### config.mk
export PLATFORM = sky130hd
export DESIGN_NAME = flofifo_reader
export DESIGN_NICKNAME = d
export VERILOG_FILES = /design/src/rtl/flofifo_reader.sv
export SDC_FILE = /design/constraint.sdc
export NUM_CORES = 1
export LEC_CHECK = 0
export CORE_MARGIN = 4
export CORE_UTILIZATION = 45
export CTS_BUF_LIST = sky130_fd_sc_hd__clkbuf_8 sky130_fd_sc_hd__clkbuf_16
export DETAILED_ROUTE_END_ITERATION = 6
export GPL_TIMING_DRIVEN = 0
export PLACE_DENSITY = 0.8
export SYNTH_ARGS = -nofsm -noshare
export SYNTH_HDL_FRONTEND = slang
export SYNTH_SLANG_ARGS = --single-unit
### constraint.sdc
create_clock -name clk -period 6.6 [get_ports clk]
set_input_delay 1.32 -clock clk [delete_from_list [all_inputs] [get_ports clk]]
set_output_delay 1.32 -clock clk [all_outputs]
set_load 0.01 [all_outputs]
### src/rtl/flofifo_reader.sv
// Read-side controller for flofifo: drains a requested burst onto a ready/valid stream,
// hiding the FIFO's one-cycle read latency behind a two-entry in-order skid buffer.
module flofifo_reader #(
   parameter int WIDTH   = 32,
   parameter int LENGTH  = 32,
   parameter int BURST_W = 16
) (
   input  logic                      clk,
   input  logic                      rst_n,
   input  logic [WIDTH-1:0]          fifo_data_i,
   input  logic                      fifo_valid_i,
   input  logic                      fifo_empty_i,
   input  logic [$clog2(LENGTH)-1:0] fifo_locs_i,
   output logic                      fifo_read_o,
   input  logic                      burst_start_i,
   input  logic [BURST_W-1:0]        burst_len_i,
   input  logic                      abort_i,
   output logic [WIDTH-1:0]          m_data_o,
   output logic                      m_valid_o,
   input  logic                      m_ready_i,
   output logic                      m_last_o,
   output logic                      busy_o,
   output logic                      done_o,
   output logic                      aborted_o,
   output logic [BURST_W-1:0]        words_sent_o
);
   localparam int LOCS_W = $clog2(LENGTH);

   typedef enum logic [1:0] {IDLE, RUN, FLUSH} state_t;

   state_t             state_q, state_d;
   logic [BURST_W-1:0] len_q, len_d;
   logic [BURST_W-1:0] issued_q, issued_d;
   logic [BURST_W-1:0] sent_q, sent_d;
   logic               in_flight_q, in_flight_d;
   logic [1:0]         skid_cnt_q, skid_cnt_d;
   logic [WIDTH-1:0]   skid_q [2];
   logic [WIDTH-1:0]   skid_d [2];
   logic               done_q, done_d;
   logic               aborted_q, aborted_d;

   logic               push, pop, last_beat;
   logic [1:0]         occupancy;

   assign m_valid_o    = (state_q == RUN) && (skid_cnt_q != 2'd0);
   assign m_data_o     = skid_q[0];
   assign m_last_o     = m_valid_o && (sent_q == len_q - BURST_W'(1));
   assign busy_o       = (state_q != IDLE);
   assign done_o       = done_q;
   assign aborted_o    = aborted_q;
   assign words_sent_o = sent_q;

   assign pop       = m_valid_o && m_ready_i;
   assign push      = fifo_valid_i && in_flight_q;
   assign last_beat = pop && m_last_o;

   // Counting this cycle's pop lets a steady stream issue one read per clock.
   assign occupancy = skid_cnt_q - {1'b0, pop} + {1'b0, in_flight_q};

   assign fifo_read_o = (state_q == RUN) && !abort_i && !fifo_empty_i &&
                        (fifo_locs_i > LOCS_W'(in_flight_q)) &&
                        (issued_q < len_q) && (occupancy < 2'd2);

   always_comb begin
      state_d     = state_q;
      len_d       = len_q;
      issued_d    = issued_q + BURST_W'(fifo_read_o);
      sent_d      = sent_q;
      in_flight_d = fifo_read_o || (in_flight_q && !fifo_valid_i);
      done_d      = 1'b0;
      aborted_d   = aborted_q;
      skid_d      = skid_q;
      skid_cnt_d  = skid_cnt_q + {1'b0, push} - {1'b0, pop};

      if (pop) begin
         skid_d[0] = skid_q[1];
         if (sent_q != len_q) begin
            sent_d = sent_q + BURST_W'(1);
         end
      end
      if (push) begin
         if (skid_cnt_q - {1'b0, pop} == 2'd0) begin
            skid_d[0] = fifo_data_i;
         end else begin
            skid_d[1] = fifo_data_i;
         end
      end

      unique case (state_q)
         IDLE: begin
            if (burst_start_i) begin
               len_d     = burst_len_i;
               issued_d  = '0;
               sent_d    = '0;
               aborted_d = 1'b0;
               if (burst_len_i == '0) begin
                  done_d = 1'b1;
               end else begin
                  state_d = RUN;
               end
            end
         end
         RUN: begin
            if (last_beat) begin
               state_d = IDLE;
               done_d  = 1'b1;
            end else if (abort_i) begin
               state_d = FLUSH;
            end
         end
         FLUSH: begin
            // Only the word already requested may still land; once it has, drop everything.
            if (!in_flight_q) begin
               state_d    = IDLE;
               skid_cnt_d = 2'd0;
               aborted_d  = 1'b1;
               done_d     = 1'b1;
            end
         end
         default: state_d = IDLE;
      endcase
   end

   always_ff @(posedge clk or negedge rst_n) begin
      if (!rst_n) begin
         state_q     <= IDLE;
         len_q       <= '0;
         issued_q    <= '0;
         sent_q      <= '0;
         in_flight_q <= 1'b0;
         skid_cnt_q  <= 2'd0;
         skid_q[0]   <= '0;
         skid_q[1]   <= '0;
         done_q      <= 1'b0;
         aborted_q   <= 1'b0;
      end else begin
         state_q     <= state_d;
         len_q       <= len_d;
         issued_q    <= issued_d;
         sent_q      <= sent_d;
         in_flight_q <= in_flight_d;
         skid_cnt_q  <= skid_cnt_d;
         skid_q[0]   <= skid_d[0];
         skid_q[1]   <= skid_d[1];
         done_q      <= done_d;
         aborted_q   <= aborted_d;
      end
   end

endmodule
==> run summary, run 1 <==
Antenna Cells: 0
Post-Synth Adder-Cell Area: 0.0446
core area: 0.0139 mm^2
# DRC: 0
Yosys top cell by area: dfrtp_1
Final Cell Area: 0.00846 mm^2
largest family of logic cells by synthesized area: simple AND/OR/NAND/NOR gates
critical path class: input port to primary output
clk root buf: clkbuf_16
Post-Syn Area per Cell: 9.52 um^2
Clock transition at path regs: 50 ps
initial drt markers: 410
Startpoint Class: input port
TritonRoute pass-1 iters: 5
Post-CTS Setup Bufs: 0
width of the die: 128 um
deepest clock path buffer count: 2
Synth Flop Type: dfrtp_1
asr flop ratio synth: 1.00
Post-synth EDFFs: 0
crit path time final: 5660 ps
Post-Synth XOR/XNOR Area: 0.0516
Clock Latency Late Sink: 420 ps
Routed Antenna Nets: 0
Yosys top cell area share: 0.462
leakage dissipation: 3.73 nW
Worst EP required: 5280 ps
Global Route Usage Sum: 0.208
Routed WL: 16,600 um
H-Tree Depth: 4
worst path arrival time: 4340 ps
CTS tree: built
first-pass GRT wire length: 27,000 um
Power per Cell Area: 418 mW/mm^2
Final Max Slew Viols: 0
Max Clk Rate: 177 MHz
Starting Density: 0.463
Max-cap violations: 0
die height: 128 um
number of global-route vias before repair: 5,446
post-synthesis sequential area ratio: 0.462
Distinct cells, synth: 53
num rows: 43
io pins: 114
WL per Instance: 16.5 um
Synth area leaders: dfrtp_1 46%, nand2_1 6.1%, mux2_2 5.6%, ha_1 4.5%, buf_4 3.7%
Port Buffers: 113
Tcrit/Tclk final: 0.858
HP Class: flop to flop
Die Area: 0.0163 mm^2
synth warn: 0
endpoints failing hold: 0
Vias/cell: 5.48
synth-to-layout area growth: 31.2%
cell count after synthesis: 677
Final setup viols: 0
Worst Skew: 5.80 ps
worst-margin pin slew: 848 ps
initial antenna violation count: 0
fin cells: 1,003
CP Capture Type: primary output
TritonCTS buffer count: 17
layout cells sized above 1: 0.136
clk sinks: 119
Final nets: 893
hold_buf cts: 0
#FFs+latches synth: 119
Mapped Nets: 760
synthesized area: 0.00645 mm^2
placed insts: 971
Final HPWL DP: 12,200 um
Resize count post-CTS: 0
Routability Congestion: 0.949
post-synthesis compound-gate area fraction: 0.115
routed vias: 5,496
GRT overflow: 0
mux cell area share after synthesis: 0.0621
peak supply drop: 0.236 mV
pin count of the biggest net entering global routing: 64
placement-stage cell area: 0.00783 mm^2
worst hold slack: 492 ps
Simple-Gate Fraction of Synth Area: 0.194
outcome: finished clean
unrepaired setup endpoints after global routing: false
normalized max-slew margin: 0.433
Worst Path Max Fanout: 11
-- through the flow --
stage	setup TNS [ps]	total power, mW	worst slack (ps)	utilization
3_3_place_gp	-60960	2.52	-525	0.560
5_1_grt	0	3.75	761	0.607
6_report	0	3.53	938	0.607
4_1_cts	0	3.54	932	0.607
3_5_place_dp	0	2.56	986	0.562
2_1_floorplan	0	2.04	2510	-
-- state kept, by name, indices dropped and copies added, names as in the netlist --
signal and flops:
len_q 16, done_o 1, m_data_o 32, state_q 2, in_flight_q 1, skid_cnt_q 2
aborted_o 1, skid_q 32, words_sent_o 16, issued_q 16
-- critical path, cell delays in order --
cell	delay [ps]
clkdlybuf4s50_1	450
nand2_1	150
inv_1	230
buf_1	460
ha_1	360
nor2b_1	150
xnor2_1	110
nor2_1	150
o311ai_0	190
nand2_1	190
clkdlybuf4s50_1	560
-- layer usage --
| layer | vias to the layer above | wire, um | GRT usage | share of wire |
|---|---|---|---|---|
| met5 | - | 0 | 0 | 0 |
| met4 | 0 | 422 | 0.0905 | 0.025 |
| met3 | 38 | 929 | 0.0408 | 0.056 |
| met2 | 181 | 8020 | 0.332 | 0.48 |
| met1 | 2660 | 7190 | 0.278 | 0.43 |
| li1 | 2617 | - | - | - |
-- placed cells by master, fill, tap and decap left out, types with 4 or more instances in the layout --
| cell | synthesis | final |
|---|---|---|
| clkbuf_16 | 0 | 17 |
| nor4_1 | 11 | 11 |
| a21o_1 | 6 | 6 |
| xnor2_1 | 17 | 17 |
| mux2i_1 | 4 | 4 |
| ha_1 | 23 | 23 |
| or3_1 | 5 | 5 |
| mux2_2 | 32 | 32 |
| nor3_1 | 7 | 7 |
| nand2_1 | 105 | 105 |
| nor2_1 | 61 | 61 |
| and3_1 | 5 | 5 |
| clkbuf_8 | 0 | 4 |
| buf_1 | 6 | 6 |
| o31ai_1 | 7 | 7 |
| or4_1 | 7 | 7 |
| clkdlybuf4s50_1 | 0 | 112 |
| and2_1 | 4 | 4 |
| a31oi_1 | 32 | 32 |
| nand4_1 | 10 | 10 |
| inv_1 | 25 | 25 |
| nand3_1 | 16 | 16 |
| o21ai_0 | 25 | 25 |
| dfrtp_1 | 119 | 119 |
| nand2b_1 | 5 | 5 |
| xor2_1 | 21 | 21 |
| and4_1 | 4 | 4 |
| a21oi_1 | 21 | 21 |
| nor2b_1 | 5 | 5 |
| clkbuf_1 | 19 | 19 |
| buf_4 | 32 | 32 |
-- synth_stat cells (3+ instances only) --
master	count
a211oi_1	3
dfrtp_1	119
o31ai_1	7
buf_4	32
nand3_1	16
a21oi_1	21
and4_1	4
nor4_1	11
nor3_1	7
inv_1	25
nand3b_1	3
nor2_1	61
ha_1	23
a21o_1	6
nand2_1	105
or3_1	5
xnor2_1	17
nand4_1	10
o21ai_0	25
mux2i_1	4
buf_1	6
nor4_2	3
and2_1	4
clkbuf_1	19
nand2b_1	5
a31oi_1	32
or4_1	7
mux2_2	32
a31o_2	3
a211o_1	3
nor2b_1	5
and3_1	5
xor2_1	21
-- cell type report --
cell class,instances,area [um^2]
multi-input cells,473,3010
inverters,25,93.8
fillers,1154,5480
repair buffers,114,1160
flip-flops and latches,119,2980
clock buffers,21,480
well taps,180,225
plain buffers,60,362
clock inverters,11,146
-- worst paths after layout --
path                             from            to  slack (ps)  cells after the start
hold reg to reg             aborted_o     aborted_o         490                      1
setup / recovery            m_ready_i   fifo_read_o         940                     11
hold / removal              aborted_o     aborted_o         490                      1
min in group asynchronous       rst_n   issued_q[1]         880                      1
setup reg to reg           state_q[1]  issued_q[12]        2270                     18
max in group asynchronous       rst_n     skid_q[0]        5030                      2
-- where the power goes --
group | total (mW) | internal, mW | switching [mW]
Sequential | 1.21 | 0.997 | 0.210
Clock | 0.971 | 0.633 | 0.338
Combinational | 1.36 | 0.702 | 0.654
Total | 3.53 | 2.33 | 1.20
-- logic make-up (layout without fill, tap and decap cells) --
| group | Yosys count | after routing |
|---|---|---|
| buffers and inverters | 85 | 231 |
| adders and majority gates | 23 | 23 |
| xor gates and xnor gates | 38 | 38 |
| and+or+nand+nor | 261 | 261 |
| DFF | 119 | 119 |
| muxes | 36 | 36 |
| AOI/OAI and AO/OA | 115 | 115 |
No activity file was read; power rests on OpenSTA's default activity.
==> run 2: changes to the inputs <==
--- a/config.mk
+++ b/config.mk
@@ -9,8 +9,10 @@
 export CORE_UTILIZATION = 45
 export CTS_BUF_LIST = sky130_fd_sc_hd__clkbuf_8 sky130_fd_sc_hd__clkbuf_16
 export DETAILED_ROUTE_END_ITERATION = 6
+export DONT_BUFFER_PORTS = 1
 export GPL_TIMING_DRIVEN = 0
-export PLACE_DENSITY = 0.8
+export PLACE_DENSITY = 0.7
+export SETUP_SLACK_MARGIN = 0.3
 export SYNTH_ARGS = -nofsm -noshare
 export SYNTH_HDL_FRONTEND = slang
 export SYNTH_SLANG_ARGS = --single-unit
==> run 2 against run 1 <==
- final area decreased by 15%
- clock skew increased by 4.9 ps
- via count is 6.7% lower
- sequential share of layout area rose by 6.1 points
- routed wire length is 0.76% higher
- worst hold slack gained 12 ps
==> run summary, run 2 (synthesis results as in run 1) <==
Resize count post-CTS: 0
hold_buf cts: 0
outcome: finished clean
Clock transition at path regs: 60 ps
switching share of power: 0.366
pin count of the biggest net entering global routing: 120
TritonCTS buffer count: 17
CP Capture Type: primary output
initial drt markers: 423
HP Class: flop to flop
Power per Cell Area: 440 mW/mm^2
register area: 0.00298 mm^2
core area: 0.0139 mm^2
io pins: 114
GRT overflow: 0
placed insts: 857
commonest non-fill, non-tap cell in the layout: dfrtp_1
critical path class: flop to primary output
Port Buffers: 0
worst path arrival time: 3610 ps
Final nets: 779
# DRC: 0
Startpoint Class: flop
leakage dissipation: 3.25 nW
clk sinks: 119
deepest clock path buffer count: 2
worst-margin pin slew: 740 ps
Final HPWL DP: 12,300 um
Vias/cell: 5.77
Worst Path Max Fanout: 11
filler instances: 1,260
Power Internal: 2.01 mW
Final Max Slew Viols: 0
peak supply drop: 0.240 mV
crit path time final: 4930 ps
Final setup viols: 0
endpoints failing hold: 0
placement-stage cell area: 0.00667 mm^2
Seq pwr share: 0.382
Switch Pwr: 1.16 mW
most frequent cells in the layout: 119 x dfrtp_1, 105 x nand2_1, 61 x nor2_1
Routed WL: 16,700 um
Clock Latency Late Sink: 420 ps
Max Clk Rate: 203 MHz
Post-CTS Setup Bufs: 0
number of global-route vias before repair: 5,257
width of the die: 128 um
Final Cell Area: 0.00721 mm^2
Worst Skew: 10.7 ps
H-Tree Depth: 4
Tcrit/Tclk final: 0.747
layout cells sized above 1: 0.151
Comb power frac: 0.350
initial antenna violation count: 0
Routed Antenna Nets: 0
WL per Instance: 18.8 um
clock power share: 0.268
normalized max-slew margin: 0.506
fin cells: 889
first-pass GRT wire length: 27,300 um
Multi-input gate area: 0.00301 mm^2
unrepaired setup endpoints after global routing: false
Routability Congestion: 0.942
Max-cap violations: 0
num rows: 43
setup TNS: 0 ps
synth-to-layout area growth: 11.9%
die height: 128 um
Starting Density: 0.463
clk root buf: clkbuf_16
CTS tree: built
TritonRoute pass-1 iters: 5
routed vias: 5,129
Global Route Usage Sum: 0.212
Worst EP required: 5280 ps
Antenna Cells: 0
Die Area: 0.0163 mm^2
run 2: cell count changes in the layout (fill, tap and decap cells not counted), sizes merged:
cell,previous run,this run
clkdlybuf4s50,112,0
clkbuf,40,36
inv,25,29
clkinvlp,2,5
buf,43,41
bufinv,3,1
clkinv,6,5
run 2: worst paths after layout:
| path | startpoint | depth (start not counted) | slack, ps | end |
|---|---|---|---|---|
| setup / recovery | state_q[1] | 11 | 1670 | fifo_read_o |
| hold / removal | skid_q[7] | 1 | 500 | skid_q[7] |
| setup reg to reg | state_q[1] | 18 | 1980 | issued_q[12] |
| hold reg to reg | skid_q[7] | 1 | 500 | skid_q[7] |
| max in group asynchronous | rst_n | 0 | 5750 | words_sent_o[14] |
| min in group asynchronous | rst_n | 0 | 600 | len_q[2] |
run 2: power by group through the flow:
stage | logic, mW | clock network (mW) | registers (mW)
after detailed placement | 1.10 | 0 | 1.22
final | 1.11 | 0.850 | 1.21
after CTS | 1.11 | 0.863 | 1.21
after global routing | 1.23 | 0.902 | 1.25
after global placement | 1.06 | 0 | 1.20
after floorplan | 0.887 | 0 | 1.16
run 2: cell type report:
| cell class | instances | share of cell area |
|---|---|---|
| buffer | 60 | 0.0501 |
| multi-input combinational | 473 | 0.418 |
| clock inverter | 15 | 0.0161 |
| tap | 180 | 0.0312 |
| clock buffer | 17 | 0.0590 |
| inverter | 25 | 0.0130 |
| sequential | 119 | 0.413 |
run 2: metal layers:
| layer | vias to the layer above | routed length (um) | global-route usage | share of wire |
|---|---|---|---|---|
| met5 | - | 0 | 0 | 0 |
| met4 | 0 | 418 | 0.0818 | 0.025 |
| met3 | 41 | 1130 | 0.0679 | 0.067 |
| met2 | 147 | 8070 | 0.337 | 0.48 |
| met1 | 2562 | 7070 | 0.269 | 0.42 |
| li1 | 2379 | - | - | - |
run 2: critical path, cell delays in order, from the launching register on:
cell      delay (ps)
dfrtp_1          410
nand2b_1         260
nor2_1           320
nand2_1          260
inv_1            230
buf_1            500
ha_1             380
nor2b_1          150
xnor2_1           90
nor2_1           150
o311ai_0         220
nand2_1          230
run 2: metrics by stage:
step	hold WS [ps]	power (mW)	util	setup slack, ps
2_1_floorplan	481	2.04	-	2510
3_3_place_gp	488	2.27	0.479	1850
3_5_place_dp	496	2.32	0.479	1790
4_1_cts	509	3.19	0.518	1610
6_report	504	3.17	0.518	1670
5_1_grt	516	3.38	0.518	1370
==> run 3: changes to the inputs <==
==> constraint.sdc (replaced) <==
create_clock -name clk -period 5.06 [get_ports clk]
set_input_delay 1.012 -clock clk [delete_from_list [all_inputs] [get_ports clk]]
set_output_delay 1.012 -clock clk [all_outputs]
set_load 0.01 [all_outputs]
==> run 3 against run 2 <==
- utilization hardly changed
- largest power group unchanged
- critical path depth down 3
- first-iteration DRC count fell by 0.47%
- worst setup slack worse by 1100 ps
- highest routed layer unchanged
- via count decreased by 0.16%
- final area barely moved
- count of clock-buffer cells in the layout is the same
- sequential share of layout area barely moved
==> run summary, run 3 (synthesis results as in run 1) <==
outcome: finished clean
io pins: 114
GRT overflow: 0
Worst Slack Setup Final: 577 ps
clk sinks: 119
Final nets: 779
critical-path cell list: inv_1 -> ha_1 -> nor3b_1 -> nand2_1 -> xor2_1 -> nor4b_1 -> or4b_1 -> nor3_1
Vias/cell: 5.76
cell at the slowest stage of the critical path: nor3b_1
clock power share: 0.268
worst path bufs/invs: 1
Final Max Slew Viols: 0
layout cells sized above 1: 0.152
unrepaired setup endpoints after global routing: false
setup TNS: 0 ps
Antenna Cells: 0
clk root buf: clkbuf_16
commonest non-fill, non-tap cell in the layout: dfrtp_1
M2 GR Usage: 0.337
Global Route Usage Sum: 0.212
Seq pwr share: 0.382
Routed WL: 16,700 um
normalized max-slew margin: 0.506
Max-cap violations: 0
number of global-route vias before repair: 5,257
critical path class: flop to primary output
deepest clock path buffer count: 2
Tcrit/Tclk final: 0.886
WL per Instance: 18.8 um
Design Power: 4.14 mW
core area: 0.0139 mm^2
TritonCTS buffer count: 17
switching share of power: 0.366
Startpoint Class: flop
worst path arrival time: 3470 ps
crit path time final: 4480 ps
Worst Path Max Fanout: 6
num rows: 43
Port Buffers: 0
initial drt markers: 421
HP Class: input port to asynchronous set/reset pin
Worst EP required: 4050 ps
endpoints failing hold: 0
Routed Antenna Nets: 0
first-pass GRT wire length: 27,300 um
CTS tree: built
Die Area: 0.0163 mm^2
Power per Cell Area: 573 mW/mm^2
TritonRoute pass-1 iters: 5
hold_buf cts: 0
Final setup viols: 0
CP Capture Type: primary output
Starting Density: 0.463
Routability Congestion: 0.942
Clock Latency Late Sink: 420 ps
DP Worst Slack: 505 ps
width of the die: 128 um
H-Tree Depth: 4
met3 usage: 0.0679
peak supply drop: 0.313 mV
synth-to-layout area growth: 11.9%
Max Clk Rate: 223 MHz
Worst path max stage delay: 640 ps
Clock transition at path regs: 50 ps
routed vias: 5,121
# DRC: 0
Switch Pwr: 1.51 mW
most frequent cells in the layout: 119 x dfrtp_1, 105 x nand2_1, 61 x nor2_1
Worst Skew: 10.7 ps
Largest delay share family, worst path: simple AND/OR/NAND/NOR gates
Power Internal: 2.62 mW
Comb power frac: 0.350
busiest grt layer: met2
die height: 128 um
initial antenna violation count: 0
met1 Usage GRT: 0.269
Final HPWL DP: 12,300 um
worst-margin pin slew: 740 ps
pin count of the biggest net entering global routing: 120
leakage dissipation: 3.26 nW
==> run 3: cell count changes in the layout (fill, tap and decap cells not counted), sizes merged <==
cell    change
clkbuf      +1
buf         -1
==> run 3: timing repair <==
action | 4_1_cts | 5_1_grt
endpoints found under the setup margin | 0 | 9
gates resized for setup | 0 | 1
buffers inserted | 0 | 0
==> run 3: layout make-up <==
| type | count | area [um^2] |
|---|---|---|
| inverter | 25 | 93.8 |
| tap | 180 | 225 |
| buffer | 60 | 363 |
| fill | 1262 | 6720 |
| multi-input combinational | 473 | 3010 |
| sequential | 119 | 2980 |
| clock buffer | 17 | 425 |
| clock inverter | 15 | 116 |
==> run 3: power groups by stage <==
stage | combinational [mW] | clock [mW] | sequential [mW]
2_1_floorplan | 1.16 | 0 | 1.51
3_3_place_gp | 1.39 | 0 | 1.57
3_5_place_dp | 1.44 | 0 | 1.59
4_1_cts | 1.45 | 1.13 | 1.58
5_1_grt | 1.61 | 1.18 | 1.63
6_report | 1.45 | 1.11 | 1.58
==> run 3: metal layers <==
metal  up-vias  part of all wire
met2       146              0.48
met1      2551              0.42
met4         0             0.026
met5         -                 0
li1       2382                 -
met3        42             0.069
==> run 3: worst paths after layout <==
kind                            startpoint               end  slack (ps)  cells after the start
worst max-delay path              len_q[1]          m_last_o         580                      8
worst min-delay path                 rst_n          len_q[2]         290                      0
worst max register to register  state_q[1]      issued_q[12]         670                     18
worst min register to register   skid_q[7]         skid_q[7]         500                      1
max in group asynchronous            rst_n  words_sent_o[14]        4510                      0
min in group clk                 skid_q[7]         skid_q[7]         500                      1
==> run 3: through the flow <==
step / util / std cells / hold WS, ps / cell area [um^2]
after floorplan: - / 677 / 481 / 6450
after global placement: 0.479 / 857 / 488 / 6670
after detailed placement: 0.479 / 857 / 496 / 6670
after CTS: 0.518 / 889 / 275 / 7210
after global routing: 0.518 / 889 / 265 / 7210
final: 0.518 / 889 / 292 / 7210
